$ cat src/rtl/avalon_pkg.sv
// Shared definitions for the Avalon-MM slave memory model.
//   MAX_READ_LATENCY : deepest read pipeline the slave supports
//   byte_lanes()     : number of byte lanes for a given data width
//   clog2()          : ceiling log2, used to size the stall counter
package avalon_pkg;

    localparam int unsigned MAX_READ_LATENCY = 8;

    function automatic int unsigned byte_lanes(input int unsigned data_w);
        return data_w / 8;
    endfunction

    function automatic int unsigned clog2(input int unsigned value);
        int unsigned result;
        result = 0;
        while ((64'd1 << result) < 64'(value)) begin
            result++;
        end
        return result;
    endfunction

endpackage

$ cat src/rtl/avalon_rd_pipe.sv
// Read-return pipeline: LATENCY stages of valid+data. A word entering on
// i_valid leaves on o_valid exactly LATENCY clocks later. Each stage only
// reloads its data when a valid word arrives, so o_data holds the last
// returned word between valid cycles.
//   i_clock  : rising-edge clock
//   i_reset  : asynchronous active-high reset, clears valids and data
//   i_valid  : read accepted this cycle
//   i_data   : word sampled from memory at the accept edge
//   o_valid  : readdatavalid
//   o_data   : readdata
module avalon_rd_pipe
    import avalon_pkg::*;
#(
    parameter int unsigned DATA_W  = 32,
    parameter int unsigned LATENCY = 1
) (
    input  logic              i_clock,
    input  logic              i_reset,
    input  logic              i_valid,
    input  logic [DATA_W-1:0] i_data,
    output logic              o_valid,
    output logic [DATA_W-1:0] o_data
);

    if (LATENCY < 1 || LATENCY > MAX_READ_LATENCY) begin : g_bad_latency
        $error("avalon_rd_pipe: LATENCY out of range");
    end

    for (genvar g = 0; g < LATENCY; g++) begin : g_stage
        logic              w_in_vld;
        logic [DATA_W-1:0] w_in_dat;
        logic              r_vld;
        logic [DATA_W-1:0] r_dat;

        if (g == 0) begin : g_head
            assign w_in_vld = i_valid;
            assign w_in_dat = i_data;
        end else begin : g_tail
            assign w_in_vld = g_stage[g-1].r_vld;
            assign w_in_dat = g_stage[g-1].r_dat;
        end

        always_ff @(posedge i_clock or posedge i_reset) begin
            if (i_reset) begin
                r_vld <= 1'b0;
                r_dat <= '0;
            end else begin
                r_vld <= w_in_vld;
                if (w_in_vld) begin
                    r_dat <= w_in_dat;
                end
            end
        end
    end

    assign o_valid = g_stage[LATENCY-1].r_vld;
    assign o_data  = g_stage[LATENCY-1].r_dat;

endmodule

$ cat src/rtl/avalon_mem_slave.sv
// Avalon-MM slave memory model with programmable wait states, pipelined
// fixed-latency reads, byte-enabled writes, a sticky protocol-error flag
// and accepted-transaction counters.
//   clock          : rising-edge clock
//   reset          : asynchronous active-high reset (memory is not cleared)
//   address        : word address
//   read / write   : request strobes; both at once is a protocol error
//   writedata      : write data
//   byteenable     : per-byte write enable
//   waitrequest    : high = request not accepted this cycle
//   readdata       : read data, holds the last returned word
//   readdatavalid  : readdata valid this cycle
//   protocol_error : sticky, set by simultaneous read and write
//   rd_count       : accepted reads, wraps
//   wr_count       : accepted writes, wraps
module avalon_mem_slave
    import avalon_pkg::*;
#(
    parameter int unsigned DATA_W       = 32,
    parameter int unsigned ADDR_W       = 4,
    parameter int unsigned WAIT_CYCLES  = 2,
    parameter int unsigned READ_LATENCY = 1,
    parameter int unsigned CNT_W        = 16
) (
    input  logic                clock,
    input  logic                reset,
    input  logic [ADDR_W-1:0]   address,
    input  logic                read,
    input  logic                write,
    input  logic [DATA_W-1:0]   writedata,
    input  logic [DATA_W/8-1:0] byteenable,
    output logic                waitrequest,
    output logic [DATA_W-1:0]   readdata,
    output logic                readdatavalid,
    output logic                protocol_error,
    output logic [CNT_W-1:0]    rd_count,
    output logic [CNT_W-1:0]    wr_count
);

    localparam int unsigned DEPTH     = 2 ** ADDR_W;
    localparam int unsigned NUM_LANES = byte_lanes(DATA_W);
    localparam int unsigned STALL_W   = (clog2(WAIT_CYCLES + 1) > 0) ?
                                        clog2(WAIT_CYCLES + 1) : 1;
    localparam logic [STALL_W-1:0] STALL_MAX = STALL_W'(WAIT_CYCLES);

    if (DATA_W % 8 != 0) begin : g_bad_width
        $error("avalon_mem_slave: DATA_W must be a multiple of 8");
    end

    logic [DATA_W-1:0]  r_mem [DEPTH];
    logic [STALL_W-1:0] r_stall_cnt;
    logic               r_proto_err;
    logic [CNT_W-1:0]   r_rd_count;
    logic [CNT_W-1:0]   r_wr_count;

    logic               w_req;
    logic               w_accept;
    logic               w_wr_accept;
    logic               w_rd_accept;
    logic [DATA_W-1:0]  w_rd_word;

    assign w_req       = read | write;
    assign waitrequest = !(w_req && (r_stall_cnt == STALL_MAX));
    assign w_accept    = w_req && !waitrequest;
    // A write wins over a simultaneous read; the read is dropped entirely.
    assign w_wr_accept = w_accept && write;
    assign w_rd_accept = w_accept && read && !write;
    assign w_rd_word   = r_mem[address];

    // Counts cycles the current request has been stalled; any gap in the
    // request restarts the wait from zero.
    always_ff @(posedge clock or posedge reset) begin
        if (reset) begin
            r_stall_cnt <= '0;
        end else if (!w_req || w_accept) begin
            r_stall_cnt <= '0;
        end else if (r_stall_cnt != STALL_MAX) begin
            r_stall_cnt <= r_stall_cnt + STALL_W'(1);
        end
    end

    // Memory contents survive reset.
    always_ff @(posedge clock) begin
        if (w_wr_accept) begin
            for (int i = 0; i < NUM_LANES; i++) begin
                if (byteenable[i]) begin
                    r_mem[address][i*8 +: 8] <= writedata[i*8 +: 8];
                end
            end
        end
    end

    always_ff @(posedge clock or posedge reset) begin
        if (reset) begin
            r_proto_err <= 1'b0;
            r_rd_count  <= '0;
            r_wr_count  <= '0;
        end else begin
            if (read && write) begin
                r_proto_err <= 1'b1;
            end
            if (w_rd_accept) begin
                r_rd_count <= r_rd_count + CNT_W'(1);
            end
            if (w_wr_accept) begin
                r_wr_count <= r_wr_count + CNT_W'(1);
            end
        end
    end

    avalon_rd_pipe #(
        .DATA_W  (DATA_W),
        .LATENCY (READ_LATENCY)
    ) u_rd_pipe (
        .i_clock (clock),
        .i_reset (reset),
        .i_valid (w_rd_accept),
        .i_data  (w_rd_word),
        .o_valid (readdatavalid),
        .o_data  (readdata)
    );

    assign protocol_error = r_proto_err;
    assign rd_count       = r_rd_count;
    assign wr_count       = r_wr_count;

endmodule

$ cat config.mk
export PLATFORM = sky130hd
export DESIGN_NAME = avalon_mem_slave
export DESIGN_NICKNAME = d
export VERILOG_FILES = /design/src/rtl/avalon_pkg.sv /design/src/rtl/avalon_rd_pipe.sv /design/src/rtl/avalon_mem_slave.sv
export SDC_FILE = /design/constraint.sdc
export NUM_CORES = 1
export LEC_CHECK = 0
export ABC_AREA = 0
export CORE_ASPECT_RATIO = 0.5
export CORE_UTILIZATION = 50
export DETAILED_ROUTE_END_ITERATION = 7
export PLACE_DENSITY = 0.68
export SYNTH_ARGS = -nofsm -noshare
export SYNTH_HDL_FRONTEND = slang
export SYNTH_HIERARCHICAL = 1
export SYNTH_SLANG_ARGS = --single-unit
$ cat constraint.sdc
create_clock -name clock -period 2.3 [get_ports clock]
set_clock_uncertainty 0.05 [all_clocks]
set_input_delay 0.23 -clock clock [delete_from_list [all_inputs] [get_ports clock]]
set_output_delay 0.23 -clock clock [all_outputs]
set_load 0.005 [all_outputs]
# Yosys cells after proc, flatten, opt, wreduce, memory -nomap -nowiden
# Memory sizes are Yosys's and may differ from the RTL's. A register that Yosys moved wholly into a read port is not among the register bits.
# Cells that the tools add are included.
dict set report totals {
  reg_bits 36
  latch_bits 0
  ram_bits 512
  rom_bits 0
  elab_cells 37
  mem_count 1
}
# memory words width read_ports rd_clocked_by_memory_dff write_ports line_no
set memory_table {}
lappend memory_table {r_mem 16 32 1 1 1 avalon_mem_slave.sv:50} ;# logic [DATA_W-1:0] r_mem [DEPTH];
dict set report classes {
  addsub 3
  n_mul 0
  div_mod_pow 0
  n_lt_le_gt_ge 0
  eq_ne 2
  shifts 0
  muxes 14
  bitwise_logic 1
  reduce_logical 11
}
# operator n
set ops {}
lappend ops {{adder 16 x 1 -> 16 bit, second input constant} 2}
lappend ops {{two-way mux 1 bit} 12}
lappend ops {{logical AND 1 bit} 6}
lappend ops {{two-way mux 2 bit} 2}
lappend ops {{zero test 1 bit} 3}
lappend ops {{adder 2 x 1 -> 2 bit, second input constant} 1}
lappend ops {{equality test 2 bit, second input constant} 1}
lappend ops {{!= test 2 bit, second input constant} 1}
lappend ops {{nonzero test 2 bit} 1}
lappend ops {{logical OR 1 bit} 1}
lappend ops {{OR 1 bit} 1}

# Longest topological paths before layout
dict set report logic_depth {
  ltp_word 6
  mapped_depth 7
}

# Hierarchy
# The synthesis kept the hierarchy.
# module instances cells_each area_each_um2 seq_area_each_um2
set by_module_without_submodules {}
lappend by_module_without_submodules {avalon_mem_slave 1 1008 20983.9 16250.6}
lappend by_module_without_submodules {avalon_rd_pipe 1 70 1373.8 825.8}

# Worst setup path after synthesis
# Ideal clock, no wire load.
dict set report synth_timing {
  path_type {flip-flop to flip-flop}
  from {register r_stall_cnt[0]}
  to {memory r_mem[10][16], enable pin}
  setup_time_ns 0.370
  arrival_time_ns 1.782
  required_ns 1.880
  slack_ns 0.098
  stages_incl_launch_ff 8
  n_path_buf 2
  synth_period_minus_slack_ns 2.202
  path_cell_list {dfrtp_1 inv_1 ha_1 and2_1 clkbuf_1 nand2_1 clkbuf_1 nor2_1}
}
dict set report synth_via {
  elab_chain_cells 6
}
# item line_no
set synth_rtl {}
lappend synth_rtl {{start, declared} avalon_mem_slave.sv:51} ;# logic [STALL_W-1:0] r_stall_cnt;
lappend synth_rtl {{start signal, assigned} avalon_mem_slave.sv:78} ;# r_stall_cnt <= r_stall_cnt + STALL_W'(1);
lappend synth_rtl {{equality test 2 bit} avalon_mem_slave.sv:63} ;# assign waitrequest = !(w_req && (r_stall_cnt == STALL_MAX));
lappend synth_rtl {{logical AND 1 bit} avalon_mem_slave.sv:63}
lappend synth_rtl {{logical AND 1 bit} avalon_mem_slave.sv:64} ;# assign w_accept = w_req && !waitrequest;
lappend synth_rtl {{logical AND 1 bit} avalon_mem_slave.sv:66} ;# assign w_wr_accept = w_accept && write;
lappend synth_rtl {{two-way mux 1 bit} avalon_mem_slave.sv:84} ;# if (w_wr_accept) begin
lappend synth_rtl {{two-way mux 1 bit (not written as such)} avalon_mem_slave.sv:87} ;# r_mem[address][i*8 +: 8] <= writedata[i*8 +: 8];
lappend synth_rtl {{end, declared} avalon_mem_slave.sv:50}
# No other way between the ends.

# Worst setup path after layout
dict set report layout_timing {
  from {register r_stall_cnt[0]}
  to {memory r_mem[6][11], enable pin}
}
# The elaborated chain is that of the path after synthesis.

==> flow_summary_export.csv <==
group,metric,value,unit
critical_path,crit_chain,"inv_1, ha_2, and2_1, buf_4, nand2_1, nor2_1, buf_4",
pwr,vdd_drop_max,0.582,mV
critical_path,path_class,"reg -> reg",
sta,relSlewSlack,0.536,
cts,htree_levels,2,
finish,syn2layout_area_growth,18.2,%
detailed_routing,first_iter_violations,1036,
detailed_routing,drt_wl_total,47.9,mm
floorplan,rows,54,
pwr,p_clk_frac,0.361,
synth,synth_top_area_cell,"edfxtp_1",
pwr,combPwrFrac,0.106,
sta,setup-violations-final,0,
pwr,pwr-share-seq,0.533,
cts,post_cts.repair.setup_buffers,0,
pwr,p_per_area,863,nW/um^2
critical_path,crit_family,"simple AND/OR/NAND/NOR gates",
sta,slew_viol_final,0,
critical_path,critPathRequiredTime,2520,ps
critical_path,path_buf_inv,3,
critical_path,crit_path_max_incr_delay,370,ps
synth,synth_warnings,6,
critical_path,slowest_stage,"dfrtp_1",
floorplan,start_util,0.510,
run_status,status,"complete, but fails checks",
pwr,finalPower,22.8,mW
synth,synth_top_area_frac,0.688,
cts,cts_tree,"done",
finish,fillCellCount,3035,
flow_run,maxCapViolCount,0,
global_route,grt_usage,0.214,
placed_design,dp_hpwl,31.9,mm
synth,syn_nets,1125,
finish,final_nets,1335,
global_route,grt_pass1_vias,11500,
placed_design,pre_cts_slack,-22.2,ps
worst_hold_path,worstHoldPathType,"in -> reg",
global_route,antenna_found_initial,0,
detailed_routing,first_pass_iters,7,
global_route,overflow,0,
sta,fin_crit,2150,ps
cts,cts_buffers,49,
detailed_routing,wl_per_cell,25.0,um
pwr,p_sw,4.92,mW
synth,synth_area_leaders,"edfxtp_1, mux4_2, dfrtp_1, a22oi_1, mux2_4",
finish,antenna_cells,0,
detailed_routing,drc,21,
synth,synth.distinct_cells,29,
cts,cts.sinks,580,
detailed_routing,via_per_inst,5.83,
floorplan,core,43800,sq um
finish,final_cells,1915,
cts,clockRootBuffer,"clkbuf_16",
placed_design,place_inst,1824,
sta,fin_ws,155,ps
detailed_routing,antenna_left,0,
critical_path,critPathLaunchType,"flop",
floorplan,die_x,301,um
finish,layout-drive-gt1-share,0.260,
detailed_routing,via_count,11200,
critical_path,endpoint_kind,"flop",
sta,rsz0062_at_grt,"no",
synth,ys_ff_latch,580,
pwr,switching_share,0.216,
sta,tightest_slew,693,ps
critical_path,cp_max_fo,16,
sta,finalSetupTns,0,ps
cts,clock_latency,580,ps
run_status,violations,"DRC",
finish,final_util,0.603,
floorplan,pin_count,111,
synth,netlist_area,22400,sq um
floorplan,dieArea,45600,sq um
pwr,power.leakage,8.91,nW
placed_design,place_congestion,0.819,
placed_design,io_buffer_count,110,
synth,yosysSeqAreaShare,0.764,
global_route,grt_max_degree,27,
floorplan,fp.dieH,152,um
sta,clock.fmax,466,MHz
sta,finalHoldViolCount,0,
synth,syn_avg_cell_area,20.7,sq um
critical_path,worstPathArrival,2360,ps
critical_path,critPathMostFrequentCell,"buf_4",
synth,syn_inst,1078,
cts,clkTransAtPathRegs,60,ps
cts,clock_path_buffers,3,
sta,post-route-period-util,0.933,
pwr,intPower,17.9,mW
global_route,grt_pass1_wl,71.2,mm
==> power groups by stage <==
| stage | clock (mW) | combinational, mW | sequential, mW |
|---|---|---|---|
| finish | 8.23 | 2.42 | 12.2 |
| global route | 8.74 | 2.59 | 12.2 |
| CTS | 8.38 | 2.45 | 12.2 |
| detailed placement | 0 | 2.44 | 12.4 |
| global placement | 0 | 2.37 | 12.4 |
| floorplan | 0 | 1.12 | 12.3 |
==> worst reg2reg max path, stage by stage, from the launching register on <==
cell and delay [ps]:
dfrtp_1 370, inv_1 60, ha_2 230, and2_1 150, buf_4 180, nand2_1 340
nor2_1 240, buf_4 230
==> routing by layer <==
layer | vias up | global-route usage | share of wire
met1 | 5819 | 0.306 | 0.43
met5 | - | 0 | 0
met4 | 0 | 0.0487 | 0.016
met3 | 70 | 0.0441 | 0.079
met2 | 464 | 0.342 | 0.48
li1 | 4805 | - | -
==> registers in the layout, indices dropped and copies added (netlist names) <==
signal,count
wr_count,16
protocol_error,1
r_stall_cnt,2
rd_count,16
r_mem,512
u_rd_pipe/o_valid,1
u_rd_pipe/o_data,32
==> synthesized netlist by cell type, drive strengths merged <==
| cell type | n |
|---|---|
| a22oi | 64 |
| xnor2 | 17 |
| mux4 | 128 |
| nand2b | 1 |
| buf | 32 |
| inv | 6 |
| ha | 3 |
| nand3 | 12 |
| and3b | 1 |
| dfrtp | 68 |
| nor2b | 4 |
| and4 | 3 |
| nand4 | 9 |
| or3 | 2 |
| and3 | 3 |
| and2 | 2 |
| a21o | 1 |
| nor3 | 7 |
| edfxtp | 512 |
| xor2 | 13 |
| mux2 | 34 |
| nor2 | 76 |
| o21ai | 1 |
| nand2 | 55 |
| clkbuf | 24 |
==> per-stage QoR <==
step	hold slack, ps	cell area (sq um)
2_1_floorplan	279	22400
5_1_grt	309	26400
6_report	325	26400
3_3_place_gp	372	24800
4_1_cts	279	26400
3_5_place_dp	377	24800
==> logic make-up (layout without fill, tap and decap cells) <==
logic type	count (synthesis)	after routing	share of synthesized area
AND/OR/NAND/NOR	175	175	0.0337
XOR/XNOR	30	30	0.0118
flip-flops	580	580	0.764
AO/OA/AOI/OAI	66	66	0.0220
adder cells (fa/ha/maj)	3	3	0.00168
multiplexers	162	162	0.151
buffers and inverters	62	311	0.0159
==> cell usage in the layout (no fill, tap or decap), types with 13 or more instances in the layout <==
| master | instances |
|---|---|
| mux2_4 | 30 |
| dfrtp_1 | 68 |
| clkbuf_16 | 51 |
| xor2_1 | 13 |
| buf_12 | 13 |
| a22oi_1 | 64 |
| edfxtp_1 | 512 |
| buf_4 | 92 |
| nand2_1 | 55 |
| clkdlybuf4s50_1 | 108 |
| mux4_2 | 128 |
| nor2_1 | 75 |
| xnor2_1 | 17 |
==> cell type report <==
cell class / count / area [sq um] / share of cell area
clock buffer: 62 / 1350 / 0.0510
clock inverter: 28 / 236 / 0.00895
inverter: 6 / 22.5 / 0.000852
multi-input combinational: 436 / 4950 / 0.187
sequential: 580 / 17100 / 0.646
tap: 588 / 736 / 0.0278
timing repair buffer: 215 / 2060 / 0.0778
==> path summary, 6_finish.rpt <==
path                                start             endpoint  slack, ps  cells after the start
max                        r_stall_cnt[0]         r_mem[6][11]        150                      7
min                                  read       protocol_error        330                      2
max reg2reg                r_stall_cnt[0]         r_mem[6][11]        150                      7
min reg2reg                r_stall_cnt[0]       r_stall_cnt[0]        380                      1
max in group asynchronous           reset         wr_count[11]       1000                      4
min in group asynchronous           reset  u_rd_pipe/o_data[8]        490                      3
==> what timing repair did <==
action	4_1_cts	5_1_grt
resized for setup	0	1
setup endpoints to repair	0	223
endpoints found under the hold margin	17	0
hold buffers	1	0
No activity file was read; power rests on OpenSTA's default activity.
